===== config.mk =====
export PLATFORM = sky130hd
export DESIGN_NAME = ucsbece154b_branch_resolve
export DESIGN_NICKNAME = d
export VERILOG_FILES = /design/src/rtl/ucsbece154b_branch_resolve_pkg.sv /design/src/rtl/ucsbece154b_sat_counter.sv /design/src/rtl/ucsbece154b_branch_resolve.sv
export SDC_FILE = /design/constraint.sdc
export NUM_CORES = 1
export LEC_CHECK = 0
export CAP_MARGIN = 20
export CORE_MARGIN = 4
export CORE_UTILIZATION = 43
export CTS_CLUSTER_DIAMETER = 200
export DETAILED_ROUTE_END_ITERATION = 8
export PLACE_DENSITY_LB_ADDON = 0.2
export REMOVE_ABC_BUFFERS = 1
export SLEW_MARGIN = 20
export SYNTH_ARGS = -nofsm -noshare
export SYNTH_HDL_FRONTEND = slang
export SYNTH_SLANG_ARGS = --single-unit

===== constraint.sdc =====
create_clock -name clk -period 17.85 [get_ports clk]
set_input_delay 3.57 -clock clk [delete_from_list [all_inputs] [get_ports clk]]
set_output_delay 3.57 -clock clk [all_outputs]
set_load 0.005 [all_outputs]

===== src/rtl/ucsbece154b_branch_resolve_pkg.sv =====
// Opcode constants shared by the branch-resolution slice; values mirror ucsbece154b_defines.vh.
// Constants only: no latency, no flow control.
package ucsbece154b_branch_resolve_pkg;

    localparam logic [6:0] instr_branch_op = 7'b1100011;
    localparam logic [6:0] instr_jal_op    = 7'b1101111;
    localparam logic [6:0] instr_jalr_op   = 7'b1100111;

endpackage


===== src/rtl/ucsbece154b_sat_counter.sv =====
// Saturating up-counter: increments on inc_i, sticks at all-ones.
// Latency: new value visible the cycle after inc_i; no backpressure.
module ucsbece154b_sat_counter #(
    parameter int WIDTH = 32
) (
    input  logic             clk,
    input  logic             reset_i,
    input  logic             inc_i,
    output logic [WIDTH-1:0] count_o
);

    localparam logic [WIDTH-1:0] ONE = {{(WIDTH-1){1'b0}}, 1'b1};

    always_ff @(posedge clk or posedge reset_i) begin
        if (reset_i) begin
            count_o <= '0;
        end else if (inc_i && (count_o != '1)) begin
            count_o <= count_o + ONE;
        end
    end

endmodule


===== src/rtl/ucsbece154b_branch_resolve.sv =====
// Carries predictions through D/E, resolves them in E and drives BTB/PHT/GHR update strobes.
// Latency: outputs combinational from E state; D stalls on StallD_i, E never stalls.
module ucsbece154b_branch_resolve
    import ucsbece154b_branch_resolve_pkg::*;
#(
    parameter int NUM_BTB_ENTRIES = 32,
    parameter int NUM_GHR_BITS    = 5,
    parameter int CNT_WIDTH       = 32
) (
    input  logic                               clk,
    input  logic                               reset_i,
    input  logic                               StallD_i,
    input  logic                               FlushD_i,
    input  logic                               FlushE_i,
    input  logic [31:0]                        PCF_i,
    input  logic                               BranchTakenF_i,
    input  logic [31:0]                        BTBtargetF_i,
    input  logic [NUM_GHR_BITS-1:0]            PHTreadaddressF_i,
    input  logic [6:0]                         opE_i,
    input  logic                               ActualTakenE_i,
    input  logic [31:0]                        TargetE_i,
    output logic                               MispredictE_o,
    output logic [31:0]                        PCcorrectE_o,
    output logic                               BTBwe_o,
    output logic [$clog2(NUM_BTB_ENTRIES)-1:0] BTBwriteaddress_o,
    output logic [31:0]                        BTBwritedata_o,
    output logic                               PHTwe_o,
    output logic                               PHTincrement_o,
    output logic [NUM_GHR_BITS-1:0]            PHTwriteaddress_o,
    output logic                               GHRreset_o,
    output logic [CNT_WIDTH-1:0]               BranchCount_o,
    output logic [CNT_WIDTH-1:0]               MispredictCount_o
);

    localparam int IDX = $clog2(NUM_BTB_ENTRIES);

    typedef struct packed {
        logic                    vld;
        logic [31:0]             pc;
        logic                    taken;
        logic [31:0]             tgt;
        logic [NUM_GHR_BITS-1:0] pht;
    } stage_t;

    stage_t d_q, e_q;

    // Flush outranks stall so a squashed slot never survives a held D.
    always_ff @(posedge clk or posedge reset_i) begin
        if (reset_i) begin
            d_q <= '0;
        end else if (FlushD_i) begin
            d_q <= '0;
        end else if (!StallD_i) begin
            d_q <= '{vld: 1'b1, pc: PCF_i, taken: BranchTakenF_i,
                     tgt: BTBtargetF_i, pht: PHTreadaddressF_i};
        end
    end

    always_ff @(posedge clk or posedge reset_i) begin
        if (reset_i) begin
            e_q <= '0;
        end else if (FlushE_i) begin
            e_q <= '0;
        end else begin
            e_q <= d_q;
        end
    end

    logic is_branch, is_jump, is_ctrl, taken, tgt_mismatch;

    always_comb begin
        is_branch    = e_q.vld && (opE_i == instr_branch_op);
        is_jump      = e_q.vld && ((opE_i == instr_jal_op) || (opE_i == instr_jalr_op));
        is_ctrl      = is_branch || is_jump;
        taken        = is_branch ? ActualTakenE_i : 1'b1;
        tgt_mismatch = (e_q.tgt != TargetE_i);

        MispredictE_o = is_ctrl && ((e_q.taken != taken) || (taken && tgt_mismatch));
        PCcorrectE_o  = '0;
        if (MispredictE_o) begin
            PCcorrectE_o = taken ? TargetE_i : (e_q.pc + 32'd4);
        end

        BTBwe_o           = is_ctrl && taken && (!e_q.taken || tgt_mismatch);
        BTBwriteaddress_o = BTBwe_o ? e_q.pc[IDX+1:2] : '0;
        BTBwritedata_o    = BTBwe_o ? TargetE_i : '0;

        PHTwe_o           = is_branch;
        PHTincrement_o    = is_branch && ActualTakenE_i;
        PHTwriteaddress_o = is_branch ? e_q.pht : '0;

        GHRreset_o = MispredictE_o;
    end

    ucsbece154b_sat_counter #(.WIDTH(CNT_WIDTH)) u_branch_cnt (
        .clk     (clk),
        .reset_i (reset_i),
        .inc_i   (is_ctrl),
        .count_o (BranchCount_o)
    );

    ucsbece154b_sat_counter #(.WIDTH(CNT_WIDTH)) u_mispredict_cnt (
        .clk     (clk),
        .reset_i (reset_i),
        .inc_i   (MispredictE_o),
        .count_o (MispredictCount_o)
    );

endmodule


* Yosys cells after proc, flatten, opt, wreduce, memory -nomap -nowiden
Index checks and enable logic that the tools add are counted.
Storage, ports and cells: word-level logic and storage cells 46, register bits after elaboration 206, output and inout bits 143
Operators by class: reductions and logical operators 14, multiplexer cells 9, equal/unequal tests 8, add/subtract/negate cells 3
Operators by type and width (number):
- $mux 71 | 3
- $mux 32 | 3
- $add 32x1->32 const B | 2
- $ne 32x32->1 const B | 2
- $add 32x3->32 const B | 1
- $ne 32x32->1 | 1
- $eq 7x7->1 const B | 3
- $mux 5 | 2
- $logic_and 1x1->1 | 9
- $logic_or 1x1->1 | 4
- $ne 2x1->1 const B | 1
- $logic_not 1->1 | 1
- $mux 1 | 1
- $ne 1x1->1 | 1

* Logic depth before layout (Yosys ltp)
Gate-level depths: netlist of the first run.
word-level depth 7, gate-level depth with buffers 10, depth with buffers taken out 7

* By module
Synthesis of the first run repeated with hierarchy kept, for this count alone.
Unflattened totals: cells, all modules 914, area, all modules 9863.2 sq um
Modules (own cells, without submodules):
- ucsbece154b_branch_resolve | sequential area each 3553.4 sq um, cells an instance 636, area each 6740.2 sq um, instances 1
- ucsbece154b_sat_counter | sequential area each 800.8 sq um, cells an instance 139, area each 1561.5 sq um, instances 2

* Worst setup path after synthesis of the first run
Ideal clock, no wire load.
path kind input to output, start point input port TargetE_i[10], end point output port MispredictE_o, data required time 14280 ps, arrival time 4937 ps, slack 9343 ps, buffers on the path 2, cell stages on the path 8, cell sequence xnor2_1 nand4_1 nor4_1 nand4_1 nand2_1 buf_2 inv_1 buf_4
Between the ends: word-level cells in the longest chain between the ends 4
Ends and longest elaborated chain:
- start, declared | RTL line ucsbece154b_branch_resolve.sv:21 | input logic [31:0] TargetE_i,
- $ne 32x32->1 | RTL line ucsbece154b_branch_resolve.sv:76 | tgt_mismatch = (e_q.tgt != TargetE_i);
- $logic_and 1x1->1 | RTL line ucsbece154b_branch_resolve.sv:78 | MispredictE_o = is_ctrl && ((e_q.taken != taken) || (taken && tgt_mismatch));
- $logic_or 1x1->1 | RTL line ucsbece154b_branch_resolve.sv:78
- $logic_and 1x1->1 | RTL line ucsbece154b_branch_resolve.sv:78
- end, declared | RTL line ucsbece154b_branch_resolve.sv:22 | output logic MispredictE_o,
Every way passes these cells.

* Worst setup path after layout of the first run
start point input port opE_i[6], end point output port PCcorrectE_o[11]
Between the ends: word-level cells in the longest chain between the ends 7
Ends and longest elaborated chain:
- start, declared | RTL line ucsbece154b_branch_resolve.sv:19 | input logic [6:0] opE_i,
- $eq 7x7->1 | RTL line ucsbece154b_branch_resolve.sv:72 | is_branch = e_q.vld && (opE_i == instr_branch_op);
- $logic_and 1x1->1 | RTL line ucsbece154b_branch_resolve.sv:72
- $mux 1 | RTL line ucsbece154b_branch_resolve.sv:75 | taken = is_branch ? ActualTakenE_i : 1'b1;
- $ne 1x1->1 or $logic_and 1x1->1 (tied branches) | RTL line ucsbece154b_branch_resolve.sv:78
- $logic_or 1x1->1 | RTL line ucsbece154b_branch_resolve.sv:78
- $logic_and 1x1->1 | RTL line ucsbece154b_branch_resolve.sv:78
- $mux 32 (*) | RTL line ucsbece154b_branch_resolve.sv:80 | if (MispredictE_o) begin
- end, declared | RTL line ucsbece154b_branch_resolve.sv:23 | output logic [31:0] PCcorrectE_o,
Every way passes the cells marked *; elsewhere a longest branch is shown, timed or not.

==> metrics.txt, run 1 <==
cells after synthesis=930; Num CTS Buffers=23; Final Util=59.07%; Most used DFF post-synth=dfrtp_1; Final WS setup=7283 ps; first-pass GRT wire length=42.90 mm; Die Span Y=160.4 um; final clock skew=between 8 and 9 ps; pin count of the biggest net entering global routing=145; Setup crit end kind=output port; power share of the sequential group=48.0%; num rows=55; Setup CP Type=input port to output port; power per cell area=76.56 nW/um^2; total clock sinks=206; initial core utilization=43.96%; Static Leak=approximately 5.9 nW; Max Root-Sink Buffers=3; CTS tree=built; CP endpoint=PCcorrectE_o[11]; DR DRC count=0; later-pin clock latency in the skew report=500 ps; number of global-route vias before repair=approximately 7600; Core Box Area=22710 sq um; Detailed Routing Iterations Pass 1=6; asr flop ratio synth=100.0%; YS warnings=0; worst r2r path cells=7; Placed Instances=1429; Place WS=7251 ps; synthesis-to-finish area growth=34.37%; Max-Cap Viols=0; most common cell after layout, fill and taps aside=clkdlybuf4s50_1; period utilisation layout=59.20%; Net Sw Power=0.2291 mW; run status=finished, final reports clean; Clk pwr share=43.7%; Hold Worst Slack=472.3 ps; vias per cell=5.089; initial antenna violation count=1; post-CTS sizing=0; Peak supply drop=0.05161 mV; Final setup viols=0; switching share of total power=22.31%; hold-fix buffers at CTS=0; most frequent cells in the layout=clkdlybuf4s50_1, dfrtp_1, nor2_1; Worst Path Required=14280 ps; Worst Tran Pin Value=894.2 ps; Post-synth EDFFs=0; htree depth=1; average size of a mapped cell=10.73 sq um; reg2reg end=u_branch_cnt.count_o[28]; Antenna Nets Post-Route=0; die area=between 20000 and 30000 sq um; fin area=13410 sq um; Post-CTS Setup Bufs=0; cell-internal power=0.7979 mW; Fillers=1982; worst flop-to-flop path startpoint=u_branch_cnt.count_o[0]; FF-to-FF setup slack=15210 ps; dpl cell area=12690 sq um; Tmin final=about 11000 ps; gpl congestion=0.8270; fraction of layout cells with a size suffix above 1=5.927%; synth unique cells=50; Fin. Hold Viols=0; # IOs=258; Cell Area, Synth=9983 sq um; Vias=roughly 7500; HPWL after DPL=19.49 mm; clock root cell=clkbuf_16; Clock Pin Slew Worst Setup and Hold Paths=roughly 50 ps; Post-Route WL=between 20 and 30 mm; Starting DRT DRC Count=around 330; CP Data Arrival Time=around 7000 ps; Global Route Usage Sum=20.81%; Final Max Tran Viols=0; global route overflow=0; Seq/Total Area, Yosys=51.64%; Max transition margin=40.17%; setup TNS=0 ps; fin cells=1467; Worst setup SP type=input port; CP Max Fanout=33; logic gate share of total power=8.4%; FF+latch count, synth=206; Design Power=between 1 and 1.5 mW; Hold/Removal Path Class=flop to flop; Die X=160.4 um; WL/cell=approximately 18 um; Fmax=94.63 MHz; RSZ-0062 raised after global routing=false; Nets=roughly 1300; CP startpoint=opE_i[6]; Port Buf Inserts=~260
==> how the worst min path moves through the flow <==
stage	start	endpoint	slack (ps)	cells past startpoint
5_1_grt	u_mispredict_cnt.count_o[18]	u_mispredict_cnt.count_o[18]	500	1
3_3_place_gp	d_q[70]	e_q[70]	460	2
2_1_floorplan	d_q[70]	e_q[70]	450	2
6_report	d_q[70]	e_q[70]	470	2
3_5_place_dp	d_q[70]	e_q[70]	470	2
4_1_cts	d_q[70]	e_q[70]	480	2
==> flip-flops by register name, indices dropped and copies added, names as in the netlist <==
name / flops
d_q: 71
e_q: 71
u_mispredict_cnt.count_o: 32
u_branch_cnt.count_o: 32
==> routing by layer <==
metal  vias up  share of wire, %  track usage (%)
met3        44               5.9            5.260
met5         -                 0                0
li1       3612                 -                -
met4         0               2.3            5.475
met2       169                48            34.30
met1      3641                44            27.66
==> critical path, stage by stage <==
cell and delay (ps):
clkdlybuf4s50_1 460, nand2_1 130, nor4_4 580, nand2_1 220, nand4_1 110, buf_4 310
nand2_2 560, a211oi_1 440, clkdlybuf4s50_1 580
==> power groups by stage <==
| stage | sequential, mW | combinational [mW] | clock, mW |
|---|---|---|---|
| 2_1_floorplan | 0.498 | 0.0369 | 0 |
| 3_3_place_gp | 0.500 | 0.0866 | 0 |
| 3_5_place_dp | 0.501 | 0.0875 | 0 |
| 4_1_cts | 0.493 | 0.0879 | 0.459 |
| 5_1_grt | 0.494 | 0.0951 | 0.478 |
| 6_report | 0.492 | 0.0860 | 0.448 |
==> logic make-up (layout without fill, tap and decap cells) <==
logic type,after synthesis,in the layout,synth area share [%]
AO/OA/AOI/OAI,42,42,3.459
XOR/XNOR,120,120,10.53
adder cells (fa/ha/maj),3,3,0.3760
buffers and inverters,60,311,3.070
flip-flops,206,206,51.64
multiplexers,74,74,7.457
other,0,1,0
AND/OR/NAND/NOR,425,425,23.47
==> layout make-up <==
| cell class | count | area [sq um] | area share, % |
|---|---|---|---|
| sequential | 206 | 5155 | 38.43 |
| multi-input combinational | 664 | 4532 | 33.78 |
| timing repair buffer | 264 | 2613 | 19.48 |
| clock buffer | 35 | 670.6 | 5.000 |
| tap | 285 | 356.6 | 2.658 |
| inverter | 10 | 50.05 | 0.3731 |
| clock inverter | 2 | 35.03 | 0.2612 |
| antenna | 1 | 2.502 | 0.01865 |
==> cell usage after synthesis (2+ instances only) <==
library cell | number | area share, %
buf_2 | 9 | 0.45
nor2_4 | 4 | 0.45
nor4_1 | 4 | 0.25
buf_4 | 2 | 0.15
nor2_1 | 119 | 4.5
nor3b_1 | 2 | 0.15
nand4_1 | 42 | 2.6
nor2b_1 | 72 | 4.5
clkbuf_8 | 4 | 0.55
a211oi_2 | 7 | 0.88
a211oi_1 | 24 | 1.8
nand2_1 | 37 | 1.4
inv_1 | 10 | 0.38
and4_1 | 4 | 0.35
nand3_1 | 35 | 1.8
clkbuf_1 | 28 | 1.1
nor3_1 | 7 | 0.35
ha_1 | 3 | 0.38
and3_1 | 32 | 2.0
dfrtp_1 | 206 | 52
xor2_1 | 34 | 3.0
xnor2_1 | 86 | 7.5
buf_1 | 4 | 0.15
and2_1 | 52 | 3.3
mux2i_1 | 71 | 7.1
a21oi_1 | 5 | 0.25
mux2_2 | 2 | 0.23
buf_6 | 3 | 0.34
(Power assumes the default switching activity.)
==> run 2: changes to the inputs <==
clock period = 9.31 ns   (was 17.85 ns; I/O delays follow)
==> run 2 against run 1 <==
  * Register-to-register slack worse by 8600 ps
  * Highest routed layer unchanged
  * Non-clock buffer count up 1
  * Sequential cell count unchanged
  * Clock power up 100%
==> metrics.txt, run 2 (synthesis gave the netlist of run 1 again) <==
Post-Route WL=27.06 mm (about the same); CTS tree=built; fin cells=1472 (+0.34%); Post-CTS Setup Bufs=0 (unchanged); Nets=1289 (+0.16%); biggest regs=d_q (71), e_q (71); num rows=55 (unchanged); Design Power=2.012 mW (+96%); pin count of the biggest net entering global routing=143 (-1.4%); Die X=160.4 um (unchanged); Num CTS Buffers=24 (+4.3%); clock root cell=clkbuf_16; critical-path cell list=clkdlybuf4s50_1 -> nand2_1 -> nor4_4 -> nand2_1 -> nand4_1 -> buf_4 -> nand2_2 -> a211oi_1 -> clkdlybuf4s50_1; RSZ-0062 raised after global routing=false; Detailed Routing Iterations Pass 1=4 (-2); Static Leak=5.947 nW (+0.73%); synthesis-to-finish area growth=35.13%; Hold/Removal Path Class=flop to flop; Placed Instances=1429 (unchanged); Hold Startpoint=d_q[70]; HPWL after DPL=19.30 mm (-0.97%); Max-Cap Viols=0 (unchanged); vias per cell=5.109 (+0.38%); setup TNS=0 ps (unchanged); CP Max Fanout=33 (unchanged); most frequent cells in the layout=clkdlybuf4s50_1, dfrtp_1, nor2_1; period utilisation layout=about three quarters; worst flop-to-flop path startpoint=u_branch_cnt.count_o[0]; Peak supply drop=0.09582 mV (+86%); most common cell after layout, fill and taps aside=clkdlybuf4s50_1; Core Box Area=22710 sq um (unchanged); post-CTS sizing=0 (unchanged); htree depth=1 (unchanged); final clock skew=22.35 ps (+13.70 ps); fraction of layout cells with a size suffix above 1=6.661% (+0.73 points); Max transition margin=41.91% (+1.7 points); Port Buf Inserts=257 (unchanged); Worst setup SP type=input port; Die Span Y=160.4 um (unchanged); gpl congestion=0.8377 (+1.3%); Clock Pin Slew Worst Setup and Hold Paths=60 ps (about the same); initial core utilization=43.96% (unchanged); hold-fix buffers at CTS=0 (unchanged); Vias=7520 (+0.72%); die area=25720 sq um (unchanged); Slowest-stage cell, CP=clkdlybuf4s50_1; Worst Path Required=7450 ps (-6830 ps); run status=finished, final reports clean; DR DRC count=0 (unchanged); Final WS setup=2242 ps (-5041 ps); # IOs=258 (unchanged); Hold Worst Slack=479.0 ps (+6.754 ps); initial antenna violation count=1 (unchanged); power per cell area=149.1 nW/um^2 (+95%); Global Route Usage Sum=20.80% (about the same); dpl cell area=12690 sq um (unchanged); Setup crit end kind=output port; Worst Tran Pin Value=871.3 ps (-22.90 ps); later-pin clock latency in the skew report=530 ps (+30 ps); crit-path max cell delay=590 ps (about the same); first-pass GRT wire length=43.05 mm (+0.34%); Max Root-Sink Buffers=3 (unchanged); Fmax=141.5 MHz; Final setup viols=0 (unchanged); WL/cell=18.38 um (-0.32%); Final Util=59.40% (+0.34 points); fin area=13490 sq um (+0.57%); Antenna Nets Post-Route=0 (unchanged); global route overflow=0 (unchanged); Starting DRT DRC Count=335 (+1.8%); Fin. Hold Viols=0 (unchanged); CP startpoint=opE_i[6]; CP Data Arrival Time=5210 ps (-1790 ps); Final Max Tran Viols=0 (unchanged); Place WS=2180 ps (-5071 ps); Setup CP Type=input port to output port; total clock sinks=206 (unchanged); number of global-route vias before repair=7672 (+1.0%); Tmin final=7068 ps
==> run 2: changes by cell type in the layout (fill, tap and decap cells not counted), sizes merged <==
cell and delta:
clkinvlp +1, clkinv +5, inv +2, clkbuf -4
buf +1
==> run 2: metal layers <==
metal	vias up	track usage, %	routed length (um)
li1	3618	-	-
met1	3648	28.36	11830
met2	213	33.95	12890
met3	41	4.978	1750
met4	0	4.849	591
met5	-	0	0
==> run 2: path summary, 6_finish.rpt <==
check | cells after the start | slack (ps) | endpoint
worst max-delay path | 9 | 2240 | PCcorrectE_o[2]
worst min-delay path | 2 | 480 | e_q[70]
worst max register to register | 7 | 6590 | u_branch_cnt.count_o[28]
worst min register to register | 2 | 480 | e_q[70]
max in group asynchronous | 4 | 5930 | d_q[40]
min in group asynchronous | 2 | 1710 | u_branch_cnt.count_o[15]
==> run 2: layout make-up <==
type,count,area [sq um]
antenna,1,2.502
clock buffer,31,666.9
clock inverter,10,92.59
fill,1965,9219
inverter,10,45.04
multi-input combinational,664,4532
sequential,206,5155
tap,285,356.6
timing repair buffer,265,2640
==> run 2: power breakdown <==
part | leakage, nW | internal (mW) | switching (mW)
clock | 0.377 | 0.532 | 0.369
combinational | 2.79 | 0.0872 | 0.0791
sequential | 2.78 | 0.926 | 0.0180
==> run 2: critical path, delay by kind of cell <==
kind / cells / cell delay [ps]
and+or+nand+nor: 5 / 1550
buffers and inverters: 3 / 1350
AOI/OAI and AO/OA: 1 / 430
==> run 3: changes to the inputs <==
clock period = 5.9 ns   (was 9.31 ns; I/O delays follow)
==> run 3 against run 2 <==
  * Power grew 55%
  * Hold slack worse by 3.3 ps
  * Sequential cell count unchanged
  * Die area unchanged
==> metrics.txt, run 3 (synthesis gave the netlist of run 1 again) <==
die area=25720 sq um (unchanged); Hold Worst Slack=475.7 ps (-3.280 ps); Peak supply drop=0.1705 mV (+78%); Worst Path Required=4720 ps (-2730 ps); total clock sinks=206 (unchanged); setup TNS=0 ps (unchanged); first-pass GRT wire length=42.00 mm (-2.4%); Setup crit end kind=output port; run status=finished, final reports clean; Die X=160.4 um (unchanged); Num CTS Buffers=23 (-4.2%); Fin. Hold Viols=0 (unchanged); Final setup viols=0 (unchanged); power per cell area=231.2 nW/um^2 (+55%); Starting DRT DRC Count=374 (+12%); Static Leak=5.966 nW (+0.32%); CP Max Fanout=20 (-39%); Tmin final=5338 ps; period utilisation layout=roughly nine tenths; Setup CP Type=input port to output port; CP Data Arrival Time=4160 ps (-1050 ps); RSZ-0062 raised after global routing=false; Clock Pin Slew Worst Setup and Hold Paths=60 ps (about the same); Place WS=398.7 ps (-1781 ps); htree depth=1 (unchanged); most common cell after layout, fill and taps aside=clkdlybuf4s50_1; Nets=1293 (+0.31%); DR DRC count=0 (unchanged); Worst Tran Pin Value=1001 ps (+129.3 ps); Worst Hold Depth=2 (unchanged); num rows=55 (unchanged); vias per cell=5.072 (-0.72%); Antenna diodes=0 (-1); Final Max Tran Viols=0 (unchanged); HPWL after DPL=19.32 mm (+0.12%); Final WS setup=562.4 ps (-1680 ps); dpl cell area=12780 sq um (+0.65%); Port Buf Inserts=257 (unchanged); Max transition margin=33.29% (-8.6 points); post-CTS sizing=0 (unchanged); Worst setup SP type=input port; biggest regs=d_q (71), e_q (71); Vias=7476 (-0.59%); Detailed Routing Iterations Pass 1=4 (unchanged); Fmax=187.3 MHz; initial antenna violation count=0 (-1); # IOs=258 (unchanged); worst r2r path cells=7 (unchanged); Max-Cap Viols=0 (unchanged); gpl congestion=0.8160 (-2.6%); fin area=13520 sq um (+0.23%); Core Box Area=22710 sq um (unchanged); CTS tree=built; Die Span Y=160.4 um (unchanged); most frequent cells in the layout=clkdlybuf4s50_1, dfrtp_1, nor2_1; Post-Route WL=26.69 mm (-1.4%); Hold/Removal Path Class=flop to flop; Post-CTS Setup Bufs=0 (unchanged); global route overflow=0 (unchanged); Antenna Nets Post-Route=0 (unchanged); hold-fix buffers at CTS=0 (unchanged); clock root cell=clkbuf_16; pin count of the biggest net entering global routing=144 (+0.70%); WL/cell=18.11 um (-1.5%); Global Route Usage Sum=20.30% (-0.49 points); synthesis-to-finish area growth=35.44%; later-pin clock latency in the skew report=500 ps (-30 ps); final clock skew=15.43 ps (-6.929 ps); Max Root-Sink Buffers=3 (unchanged); initial core utilization=43.96% (unchanged); number of global-route vias before repair=7448 (-2.9%); fraction of layout cells with a size suffix above 1=6.981% (+0.32 points)
==> run 3: cell type report <==
type / instances / area, sq um
fillers: 1922 / 9188
clock buffers: 34 / 706.9
flip-flops and latches: 206 / 5155
inverters: 10 / 45.04
clock inverters: 5 / 31.28
well taps: 285 / 356.6
multi-input cells: 664 / 4532
repair buffers: 270 / 2695
==> run 3: worst max-delay path, stage by stage <==
cell and delay (ps):
clkdlybuf4s50_1 500, xnor2_1 310, nand4_1 130, nor4_1 440
nand3_1 110, and3_1 520, buf_4 340, and2_1 170
clkdlybuf4s50_1 440
==> run 3: path summary, 6_finish.rpt <==
check                                        start                      endpoint  slack [ps]
min reg2reg                                d_q[70]                       e_q[70]         480
max in group asynchronous                  reset_i  u_mispredict_cnt.count_o[19]        3540
min in group asynchronous                  reset_i   u_mispredict_cnt.count_o[2]        1290
min                                        d_q[70]                       e_q[70]         480
max                                   TargetE_i[1]          BTBwriteaddress_o[2]         560
max reg2reg                u_branch_cnt.count_o[0]      u_branch_cnt.count_o[30]        3270
==> run 3: metrics by stage <==
stage / power [mW] / instances / util (%)
floorplan: 1.619 / 880 / -
global placement: 1.775 / 1435 / 56.26
detailed placement: 1.779 / 1435 / 56.26
CTS: 3.170 / 1474 / 59.52
global route: 3.252 / 1474 / 59.54
finish: 3.126 / 1474 / 59.54
==> run 3: routing by layer <==
layer | vias to the layer above | share of wire [%] | GRT usage (%)
li1 | 3645 | - | -
met1 | 3600 | 45 | 27.73
met2 | 189 | 48 | 33.41
met3 | 42 | 5.5 | 4.362
met4 | 0 | 2.4 | 4.849
met5 | - | 0 | 0
==> run 3: report_power, final <==
part | leakage, nW | internal [mW] | switching, mW
sequential | 2.78 | 1.46 | 0.0279
combinational | 2.82 | 0.136 | 0.123
clock | 0.367 | 0.823 | 0.554
total | 5.97 | 2.42 | 0.706
